## config.mk

```make
export PLATFORM = sky130hd
export DESIGN_NAME = fir_filter_flat
export DESIGN_NICKNAME = d
export VERILOG_FILES = /design/src/rtl/fir_pkg.sv /design/src/rtl/fir_filter_if.sv /design/src/rtl/fir_mac.sv /design/src/rtl/fir_filter.sv /design/src/flat_wrapper.sv
export SDC_FILE = /design/constraint.sdc
export NUM_CORES = 1
export LEC_CHECK = 0
export BUFFER_PORTS_ARGS = -buffer_cell sky130_fd_sc_hd__buf_4
export CAP_MARGIN = 20
export CORE_MARGIN = 4
export CORE_UTILIZATION = 55
export CTS_CLUSTER_DIAMETER = 80
export DETAILED_ROUTE_END_ITERATION = 16
export PLACE_DENSITY = 0.76
export SKIP_CTS_REPAIR_TIMING = 1
export SLEW_MARGIN = 20
export SYNTH_ARGS = -nofsm -noshare
export SYNTH_HDL_FRONTEND = slang
export SYNTH_HIERARCHICAL = 1
export SYNTH_SLANG_ARGS = --single-unit
```

## constraint.sdc

```tcl
create_clock -name clk -period 5.77 [get_ports clk]
set_input_delay 0.577 -clock clk [delete_from_list [all_inputs] [get_ports clk]]
set_output_delay 0.577 -clock clk [all_outputs]
set_load 0.01 [all_outputs]
```

## src/rtl/fir_pkg.sv

```systemverilog
// Shared constants, types and saturation helper for the
// time-multiplexed FIR filter.
package fir_pkg;

    localparam int NTAPS = 3;
    localparam int DW    = 10;
    localparam int CW    = 10;
    localparam int QSH   = 9;
    localparam int PW    = DW + 1 + CW;
    localparam int ACCW  = PW + $clog2(NTAPS);
    localparam int IW    = (NTAPS > 1) ? $clog2(NTAPS) : 1;

    typedef enum logic [1:0] {IDLE, MAC, OUT} fir_state_t;

    typedef logic signed [PW-1:0]   prod_t;
    typedef logic signed [ACCW-1:0] acc_t;

    // Floor via arithmetic shift, then clamp to the unsigned range.
    function automatic logic [DW-1:0] sat(input acc_t v);
        acc_t sh;
        sh = v >>> QSH;
        if (sh < 0)
            return '0;
        else if (sh > acc_t'((2 ** DW) - 1))
            return '1;
        else
            return sh[DW-1:0];
    endfunction

endpackage

```

## src/rtl/fir_filter_if.sv

```systemverilog
// Sample-in / result-out stream between the SPI receive
// stage, the FIR filter and the signal processing output.
interface fir_filter_if;
    import fir_pkg::*;

    logic          sample_valid;
    logic          sample_ready;
    logic [DW-1:0] voltage;
    logic [DW-1:0] filtered;
    logic          filtered_valid;

    modport master (
        output sample_valid,
        output voltage,
        input  sample_ready,
        input  filtered,
        input  filtered_valid
    );

    modport slave (
        input  sample_valid,
        input  voltage,
        output sample_ready,
        output filtered,
        output filtered_valid
    );

endinterface

```

## src/rtl/fir_mac.sv

```systemverilog
// Two-stage multiply-accumulate: registered product, then
// accumulate, so the last tap lands one cycle after issue.
module fir_mac
    import fir_pkg::*;
(
    input  logic                 clk,
    input  logic                 reset_n,
    input  logic                 clr,
    input  logic                 en,
    input  logic [DW-1:0]        x,
    input  logic signed [CW-1:0] c,
    output acc_t                 acc
);

    prod_t prod;
    logic  prod_v;

    always_ff @(posedge clk or negedge reset_n) begin
        if (!reset_n) begin
            prod   <= '0;
            prod_v <= 1'b0;
            acc    <= '0;
        end else if (clr) begin
            prod_v <= 1'b0;
            acc    <= '0;
        end else begin
            prod_v <= en;
            if (en)
                prod <= prod_t'($signed({1'b0, x})) * prod_t'(c);
            if (prod_v)
                acc <= acc + acc_t'(prod);
        end
    end

endmodule

```

## src/rtl/fir_filter.sv

```systemverilog
// N-tap FIR controller: delay line, coefficient latch,
// tap sequencing, saturation and overrun flag.
module fir_filter
    import fir_pkg::*;
(
    input  logic               clk,
    input  logic               reset_n,
    fir_filter_if.slave        s,
    input  logic [NTAPS*CW-1:0] a,
    output logic               overrun
);

    fir_state_t           state;
    logic [IW-1:0]        idx;
    logic [DW-1:0]        x    [NTAPS];
    logic signed [CW-1:0] coef [NTAPS];
    logic                 done;
    logic                 accept;
    logic                 en;
    acc_t                 acc;

    assign s.sample_ready = (state == IDLE);
    assign accept         = s.sample_valid && s.sample_ready;
    assign en             = (state == MAC);

    fir_mac u_mac (
        .clk     (clk),
        .reset_n (reset_n),
        .clr     (accept),
        .en      (en),
        .x       (x[idx]),
        .c       (coef[idx]),
        .acc     (acc)
    );

    always_ff @(posedge clk or negedge reset_n) begin
        if (!reset_n) begin
            state            <= IDLE;
            idx              <= '0;
            done             <= 1'b0;
            overrun          <= 1'b0;
            s.filtered       <= '0;
            s.filtered_valid <= 1'b0;
            for (int k = 0; k < NTAPS; k++) begin
                x[k]    <= '0;
                coef[k] <= '0;
            end
        end else begin
            s.filtered_valid <= done;
            done             <= 1'b0;
            // acc holds the full sum one cycle after OUT
            if (done)
                s.filtered <= sat(acc);
            if (s.sample_valid && !s.sample_ready)
                overrun <= 1'b1;
            unique case (state)
                IDLE: begin
                    if (accept) begin
                        x[0] <= s.voltage;
                        for (int k = 1; k < NTAPS; k++)
                            x[k] <= x[k-1];
                        for (int k = 0; k < NTAPS; k++)
                            coef[k] <= a[k*CW +: CW];
                        idx   <= '0;
                        state <= MAC;
                    end
                end
                MAC: begin
                    idx <= idx + 1'b1;
                    if (idx == IW'(NTAPS - 1))
                        state <= OUT;
                end
                OUT: begin
                    done  <= 1'b1;
                    state <= IDLE;
                end
                default: state <= IDLE;
            endcase
        end
    end

endmodule

```

## src/flat_wrapper.sv

```systemverilog
// flat-port wrapper written by rule: the top's interface ports become plain ports
module fir_filter_flat import fir_pkg::*;
  (clk, reset_n, a, overrun, s_sample_valid, s_voltage, s_sample_ready, s_filtered, s_filtered_valid);
  fir_filter_if s_i ();
  input  logic clk;
  input  logic reset_n;
  input  logic [NTAPS*CW-1:0] a;
  output logic overrun;
  input wire logic [$bits(s_i.sample_valid)-1:0] s_sample_valid;
  input wire logic [$bits(s_i.voltage)-1:0] s_voltage;
  output wire logic [$bits(s_i.sample_ready)-1:0] s_sample_ready;
  output wire logic [$bits(s_i.filtered)-1:0] s_filtered;
  output wire logic [$bits(s_i.filtered_valid)-1:0] s_filtered_valid;
  assign s_i.sample_valid = s_sample_valid;
  assign s_i.voltage = s_voltage;
  assign s_sample_ready = s_i.sample_ready;
  assign s_filtered = s_i.filtered;
  assign s_filtered_valid = s_i.filtered_valid;
  fir_filter u_core (.clk(clk), .reset_n(reset_n), .s(s_i), .a(a), .overrun(overrun));
endmodule
```

* Word-level counts from Yosys, hierarchy flattened
Cells that the tools add are included.
** Storage, ports and cells
- Input port bits :: 43
- Output and inout port bits :: 13
- Flip-flop bits (word level) :: 122
** Cells by class
- Eq/ne operators :: 5
- Multiplexer cells :: 17
- Reduce and logical (&&, ||, !) cells :: 10
- Add/sub/neg operators :: 2
- Bitwise logic cells :: 2
- Multiply operators :: 1
- Order comparisons :: 3
** Operators with widths (number)
- 2-to-1 mux 10 bit :: 6
- 2-to-1 mux 23 bit :: 2
- binary-select mux 10 bit (select 2 bit) :: 2
- adder 23 x 21 -> 23 bit :: 1
- multiplier 11 x 10 -> 21 bit :: 1
- greater-than comparator 14 x 11 -> 1 bit (second input constant) :: 1
- less-than comparator 14 x 1 -> 1 bit (second input constant) :: 1
- case mux 2 bit (2 select lines) :: 2
- AND reduction 2 bit :: 4
- 2-to-1 mux 2 bit :: 3
- == test 2 bit (second input constant) :: 2
- nonzero test 2 bit :: 2
- greater-or-equal comparator 3 bit (second input constant) :: 1
- NOT 2 -> 3 bit :: 1
- adder 2 x 1 -> 2 bit (second input constant) :: 1
- == test 2 x 1 -> 1 bit (second input constant) :: 1
- logical AND 1 bit :: 2
- zero test 2 bit :: 1
- 2-to-1 mux 1 bit :: 2
- inequality test 2 x 1 -> 1 bit (second input constant) :: 1
- inequality test 2 bit (second input constant) :: 1
- zero test 1 bit :: 1
- NOT 1 bit :: 1

* Logic depth before layout (Yosys ltp)
Gate-level depths: netlist of the first run.
- Depth after elaboration :: 5
- Gate-level depth with buffers :: 25

* Modules after synthesis
Netlist of the first run, hierarchy kept.
** By module, submodules not included
- fir_mac :: area each 6361.1 sq um, sequential area each 1126.1 sq um, instances 1, cells each 729
- fir_filter :: area each 3657.3 sq um, sequential area each 1926.8 sq um, instances 1, cells each 234

* Worst setup path before layout of the first run
No wires, ideal clock.
- Path type :: register to register
- Start point :: reg u_core.idx[1]
- End point :: reg u_core.u_mac.prod[19]
- Cell stages (with the launch flop) :: 26
- Path buffers :: 4
- Path slack :: 37 ps
- Setup time :: 83 ps
- Arrival :: 5650 ps
- Cell sequence :: dfrtp_1 > buf_2 > nor2b_1 > buf_2 > buf_2 > o2bb2ai_1 > clkbuf_1 > nand2_1 > fa_1 > inv_1 > fa_1 > inv_1 > fa_1 > inv_1 > fa_1 > inv_1 > fa_1 > inv_1 > ha_1 > inv_1 > o31ai_2 > a31oi_1 > nor4_1 > nor3_1 > xor2_1 > o21ai_0
** On the way
- Word-level cells in the longest chain between the ends :: 5
- Elaborated cells between the ends (all ways) :: 8
** Ends and longest elaborated chain
- from (decl) :: line fir_filter.sv:14 : logic [IW-1:0] idx;
- from (signal assigned) :: line fir_filter.sv:69 : idx <= idx + 1'b1;
- NOT 2 -> 3 bit (not written as such) (*) :: line fir_filter.sv:31, fir_filter.sv:32
- binary-select mux 10 bit (select 2 bit) (on tied branches) :: line fir_filter.sv:31, fir_filter.sv:32
- 2-to-1 mux 10 bit (on tied branches) (2 in a row) :: line fir_filter.sv:31, fir_filter.sv:32
- multiplier 11 x 10 -> 21 bit (*) :: line fir_mac.sv:29 : prod <= prod_t'($signed({1'b0, x})) * prod_t'(c);
- to (signal assigned) :: line fir_mac.sv:29
- to (decl) :: line fir_mac.sv:15 : prod_t prod;
Mark *: on every way between the ends. The rest lies on a longest branch, timed or not. The select of a mux whose other input is x is not followed.
A chain may end at the register's enable or synchronous reset.

* Worst setup path in the final report of the first run
- Start point :: reg u_core.idx[1]
- End point :: reg u_core.u_mac.prod[14]
The elaborated chain is that of the path after synthesis.

==> results of run 1 <==
-- worst max path at each step --
stage | endpoint | slack [ps] | cells after the start
2_1_floorplan | u_core/u_mac/prod[19] | 40 | 25
3_3_place_gp | u_core/u_mac/prod[14] | 130 | 17
3_5_place_dp | u_core/u_mac/prod[19] | 110 | 22
4_1_cts | u_core/u_mac/prod[19] | 80 | 22
5_1_grt | u_core/u_mac/prod[14] | -80 | 17
6_report | u_core/u_mac/prod[14] | 170 | 18
-- state kept, by name, summed over array words and instances, names as in the netlist --
signal / count
u_core/u_mac/prod: 21
u_core/state: 2
u_core/overrun: 1
u_core/s.filtered_valid: 1
u_core/x: 30
u_core/u_mac/acc: 23
u_core/idx: 2
u_core/u_mac/prod_v: 1
u_core/coef: 30
u_core/done: 1
u_core/s.filtered: 10
-- synth_stat cells (9+ instances only) --
cell type	count	area [um^2]
a21o_1	12	90.1
nor2_1	30	113
nand3_1	15	75.1
inv_1	98	368
nand2_1	105	394
nor3_1	9	45.0
mux2_4	57	856
a2bb2oi_1	10	87.6
o2bb2ai_1	19	166
nand2b_1	23	144
and2_1	41	257
fa_1	64	1280
clkbuf_1	30	113
ha_1	89	1110
xnor2_1	14	123
o21ai_0	42	210
a21oi_1	32	160
xor2_1	14	123
mux2i_1	24	240
dfrtp_1	122	3050
-- per-layer routing --
metal	global-route usage	vias up	wire, um
li1	-	3440	-
met1	0.269	3480	9250
met2	0.391	153	11000
met3	0.0358	46	695
met4	0.0675	0	463
met5	0	-	0
-- per-stage QoR --
stage	std cells	TNS, ps
after floorplan	963	0
after global placement	1232	0
after detailed placement	1232	0
after CTS	1264	0
after global routing	1273	-139
final	1273	0
-- cell type report --
class	instances	share of cell area
multi-input combinational	692	0.553
sequential	122	0.265
timing repair buffer	99	0.0681
clock buffer	18	0.0381
inverter	99	0.0322
tap	229	0.0248
clock inverter	14	0.0190
-- logic make-up after synthesis --
family / count (synthesis) / share of synthesized area
buf+inv: 149 / 0.0706
compound gates: 167 / 0.114
simple gates: 256 / 0.130
fa+ha+maj: 153 / 0.239
mux: 88 / 0.117
xor+xnor: 28 / 0.0245
flops: 122 / 0.305
-- critical path: stages (launching register included) --
cell	delay, ps
dfrtp_2	480
buf_12	180
mux2i_1	110
o2bb2ai_1	290
buf_4	240
nand2_1	80
fa_1	480
fa_1	560
fa_1	450
fa_1	540
inv_1	50
fa_1	470
ha_1	250
or3_1	390
o22ai_1	150
buf_4	170
o221ai_1	130
xor2_1	170
mux2_2	270
==> flow_summary.ini, run 1 <==
[setup_path]
timing.rr.start = u_core/idx[1]
critPathMaxFanout = 10
end_kind = flop
r2r_cells = 18
r2r-end = u_core/u_mac/prod[14]
start_kind = flop
cp_data_arrival_time_ps = 5890
reg2reg_setup_slack_ps = 170
crit_start = u_core/idx[1]
crit_required_ps = 6070
crit_type = flop to flop

[finish]
fin_area_um2 = 11500
post-route-util = 0.642
layout_commonest_cell = dfrtp_1
areaGrowthSynthToFinish_pct = 15.1
drive_gt1_frac = 0.217
layout_common_cells = dfrtp_1, nand2_1, inv_1, buf_4, ha_1
regArea_um2 = 3060
multi_input_area_um2 = 6380
finalNetCount = 1227
fillers = 1431
antennaDiodeCount = 0

[sta]
worstMarginPinSlew_ps = 1090
relSlewSlack = 0.269
min_period_ps = 5600
finalWorstSetupSlack_ps = 171
fin_crit_sh = 0.970
hold_violations = 0
fin_skew_ps = 16.7
drv_slew = 0
finalSetupViolations = 0
whs_ps = 171
max_freq_mhz = 179

[synthesis]
avgSynthCellArea_um2 = 10.4
synth_seq_area_share = 0.305
synth_warnings = 6
ys_ff_latch = 122
yosysUniqueCellTypes = 66
synth_cells = 963
synth_edf_count = 0
netlist_area_um2 = 10000
synthesis.nets = 1159
async_reset_ff_frac = 1.00
ys.flop_type = dfrtp_1

[route]
wire_per_inst_um = 16.8
ant_nets = 0
via_per_inst = 5.59
drt_wl_total_um = 21400
vias = 7119
drc = 0
drtIter0Drc = 319
dr.pass1.iters = 5

[global_routing]
grt_usage = 0.218
grt_pass1_vias = 7500
grt_pass1_wl_um = 35900
gr-total-overflow = 0
antenna_found_initial = 0
grt_max_degree = 78

[clock_tree]
clock_latency_ps = 430
root_buffer = clkbuf_16
clkSinkCount = 122
clk_path_buf_depth = 2
cts.clk_slew.worst_paths_ps = 60
cts_made_buffers = 17
tritoncts = done
htree_levels = 4

[placement]
pre_cts_slack_ps = 106
dp_hpwl_um = 15900
io_buffers = 55
gp_congestion = 0.910
dpl_cell_area_um2 = 10700

[floorplanning]
start_util = 0.558
ios = 56
rows = 49
die_w_um = 143
core-area_um2 = 18000
floorplan.die.height_um = 143
die_area_um2 = 20400

[status]
status = complete, no violations

[run]
cap_violations = 0

[min_path]
hp-class = primary input to asynchronous set/reset pin
Power of run 1 is left out: the tool's default activity adds up to more than one toggle a clock period on the data nets, which glitch-free logic cannot reach.
==> run 2: changes to the inputs <==
--- a/config.mk
+++ b/config.mk
@@ -6,12 +6,11 @@
 export NUM_CORES = 1
 export LEC_CHECK = 0
 export BUFFER_PORTS_ARGS = -buffer_cell sky130_fd_sc_hd__buf_4
-export CAP_MARGIN = 20
 export CORE_MARGIN = 4
-export CORE_UTILIZATION = 55
+export CORE_UTILIZATION = 53
 export CTS_CLUSTER_DIAMETER = 80
 export DETAILED_ROUTE_END_ITERATION = 16
-export PLACE_DENSITY = 0.76
+export PLACE_DENSITY = 0.74
 export SKIP_CTS_REPAIR_TIMING = 1
 export SLEW_MARGIN = 20
 export SYNTH_ARGS = -nofsm -noshare
==> flow_summary.ini, run 2 (synthesis gave the netlist of run 1 again) <==
[status]
status = complete, no violations

[route]
drtIter0Drc = 335
drt_wl_total_um = 20200
drc = 0
vias = 7031
dr.pass1.iters = 4
via_per_inst = 5.56
wire_per_inst_um = 16.0
ant_nets = 0

[global_routing]
grt_pass1_vias = 7257
grt_max_degree = 68
grt_usage = 0.193
grt_pass1_wl_um = 34400
antenna_found_initial = 0
gr-total-overflow = 0

[placement]
dp_hpwl_um = 15100
io_buffers = 55
gp_congestion = 0.914

[run]
cap_violations = 0

[setup_path]
cp_common_cell = fa_1
cp_data_arrival_time_ps = 5820
end_kind = flop
crit_type = flop to flop
cpLargestDelayFamily = adder cells
start_kind = flop
critical-path-slowest-cell = fa_1
crit_chain = buf_12, mux2i_2, o2bb2ai_2, nand2b_1, fa_1, fa_1, fa_1, fa_1, fa_1, inv_1, ha_2, nand4_1, or3_1, o211ai_1, xnor2_1, o21ai_0
r2r-end = u_core/u_mac/prod[20]
crit_buf_inv = 2
timing.rr.start = u_core/idx[1]
critPathMaxFanout = 19
crit_start = u_core/idx[1]
path_depth = 16
crit_required_ps = 6050
r2r_cells = 16
reg2reg_setup_slack_ps = 230
slowest_delay_ps = 550

[finish]
layout_commonest_cell = dfrtp_1
finalNetCount = 1214
antennaDiodeCount = 0
post-route-util = 0.614
layout_common_cells = dfrtp_1, nand2_1, inv_1, ha_1, buf_4
reg_top3 = u_core/coef x30, u_core/x x30, u_core/u_mac/acc x23
areaGrowthSynthToFinish_pct = 14.3
fillers = 1529
drive_gt1_frac = 0.214

[floorplanning]
floorplan.die.height_um = 145
rows = 50
die_area_um2 = 21200
ios = 56
start_util = 0.537
die_w_um = 145
core-area_um2 = 18600

[sta]
max_freq_mhz = 181
fin_skew_ps = 16.1
fin_crit_sh = 0.960
min_period_ps = 5540
fin_tns_setup_ps = 0
finalSetupViolations = 0
rsz0062_at_grt = yes
hold_violations = 0
worstMarginPinSlew_ps = 1060
drv_slew = 0
relSlewSlack = 0.295
whs_ps = 271

[clock_tree]
cts_made_buffers = 17
clk_path_buf_depth = 2
clock_latency_ps = 420
htree_levels = 4
root_buffer = clkbuf_16
clkSinkCount = 122
tritoncts = done
cts.clk_slew.worst_paths_ps = 60

[min_path]
hp-class = primary input to asynchronous set/reset pin
==> run 2: cell count changes in the layout (fill, tap and decap cells not counted), moves of 2 or more <==
cell,before,now
buf_6,0,2
buf_4,96,82
ha_1,88,86
clkinv_2,2,0
inv_6,2,7
clkinvlp_4,2,0
==> run 2: layout make-up <==
class	instances	area (um^2)	area share
Multi-Input combinational cell	692	6410	0.560
Sequential cell	122	3050	0.267
Timing Repair Buffer	86	678	0.0592
Clock buffer	18	439	0.0384
Inverter	99	372	0.0325
Tap cell	234	293	0.0256
Clock inverter	14	208	0.0181
==> run 2: worst register-to-register path: stages (launching register included) <==
cell	delay, ps
dfrtp_2	410
buf_12	200
mux2i_2	280
o2bb2ai_2	150
nand2b_1	200
fa_1	520
fa_1	520
fa_1	540
fa_1	520
fa_1	550
inv_1	50
ha_2	400
nand4_1	210
or3_1	400
o211ai_1	230
xnor2_1	140
o21ai_0	80
==> run 2: worst max-delay path by stage <==
stage / slack, ps / to
after global placement: 70 / u_core/u_mac/prod[19]
after CTS: -80 / u_core/u_mac/prod[19]
after global routing: -40 / u_core/u_mac/prod[20]
after detailed placement: -30 / u_core/u_mac/prod[19]
final: 230 / u_core/u_mac/prod[20]
after floorplan: 40 / u_core/u_mac/prod[19]
==> run 2: per-layer routing <==
metal | track usage | routed length (um) | up-vias
met5 | 0 | 0 | -
met4 | 0.0627 | 470 | 0
met3 | 0.0327 | 887 | 41
met2 | 0.326 | 9920 | 182
met1 | 0.256 | 8910 | 3420
li1 | - | - | 3388
==> run 2: metrics by stage <==
| step | setup WS [ps] | cell area [um^2] | std cells |
|---|---|---|---|
| 2_1_floorplan | 37.4 | 10000 | 963 |
| 3_3_place_gp | 65.2 | 10700 | 1233 |
| 3_5_place_dp | -25.0 | 10700 | 1233 |
| 4_1_cts | -83.6 | 11300 | 1265 |
| 5_1_grt | -38.4 | 11400 | 1265 |
| 6_report | 230 | 11400 | 1265 |
Power of run 2 is left out for the same reason.
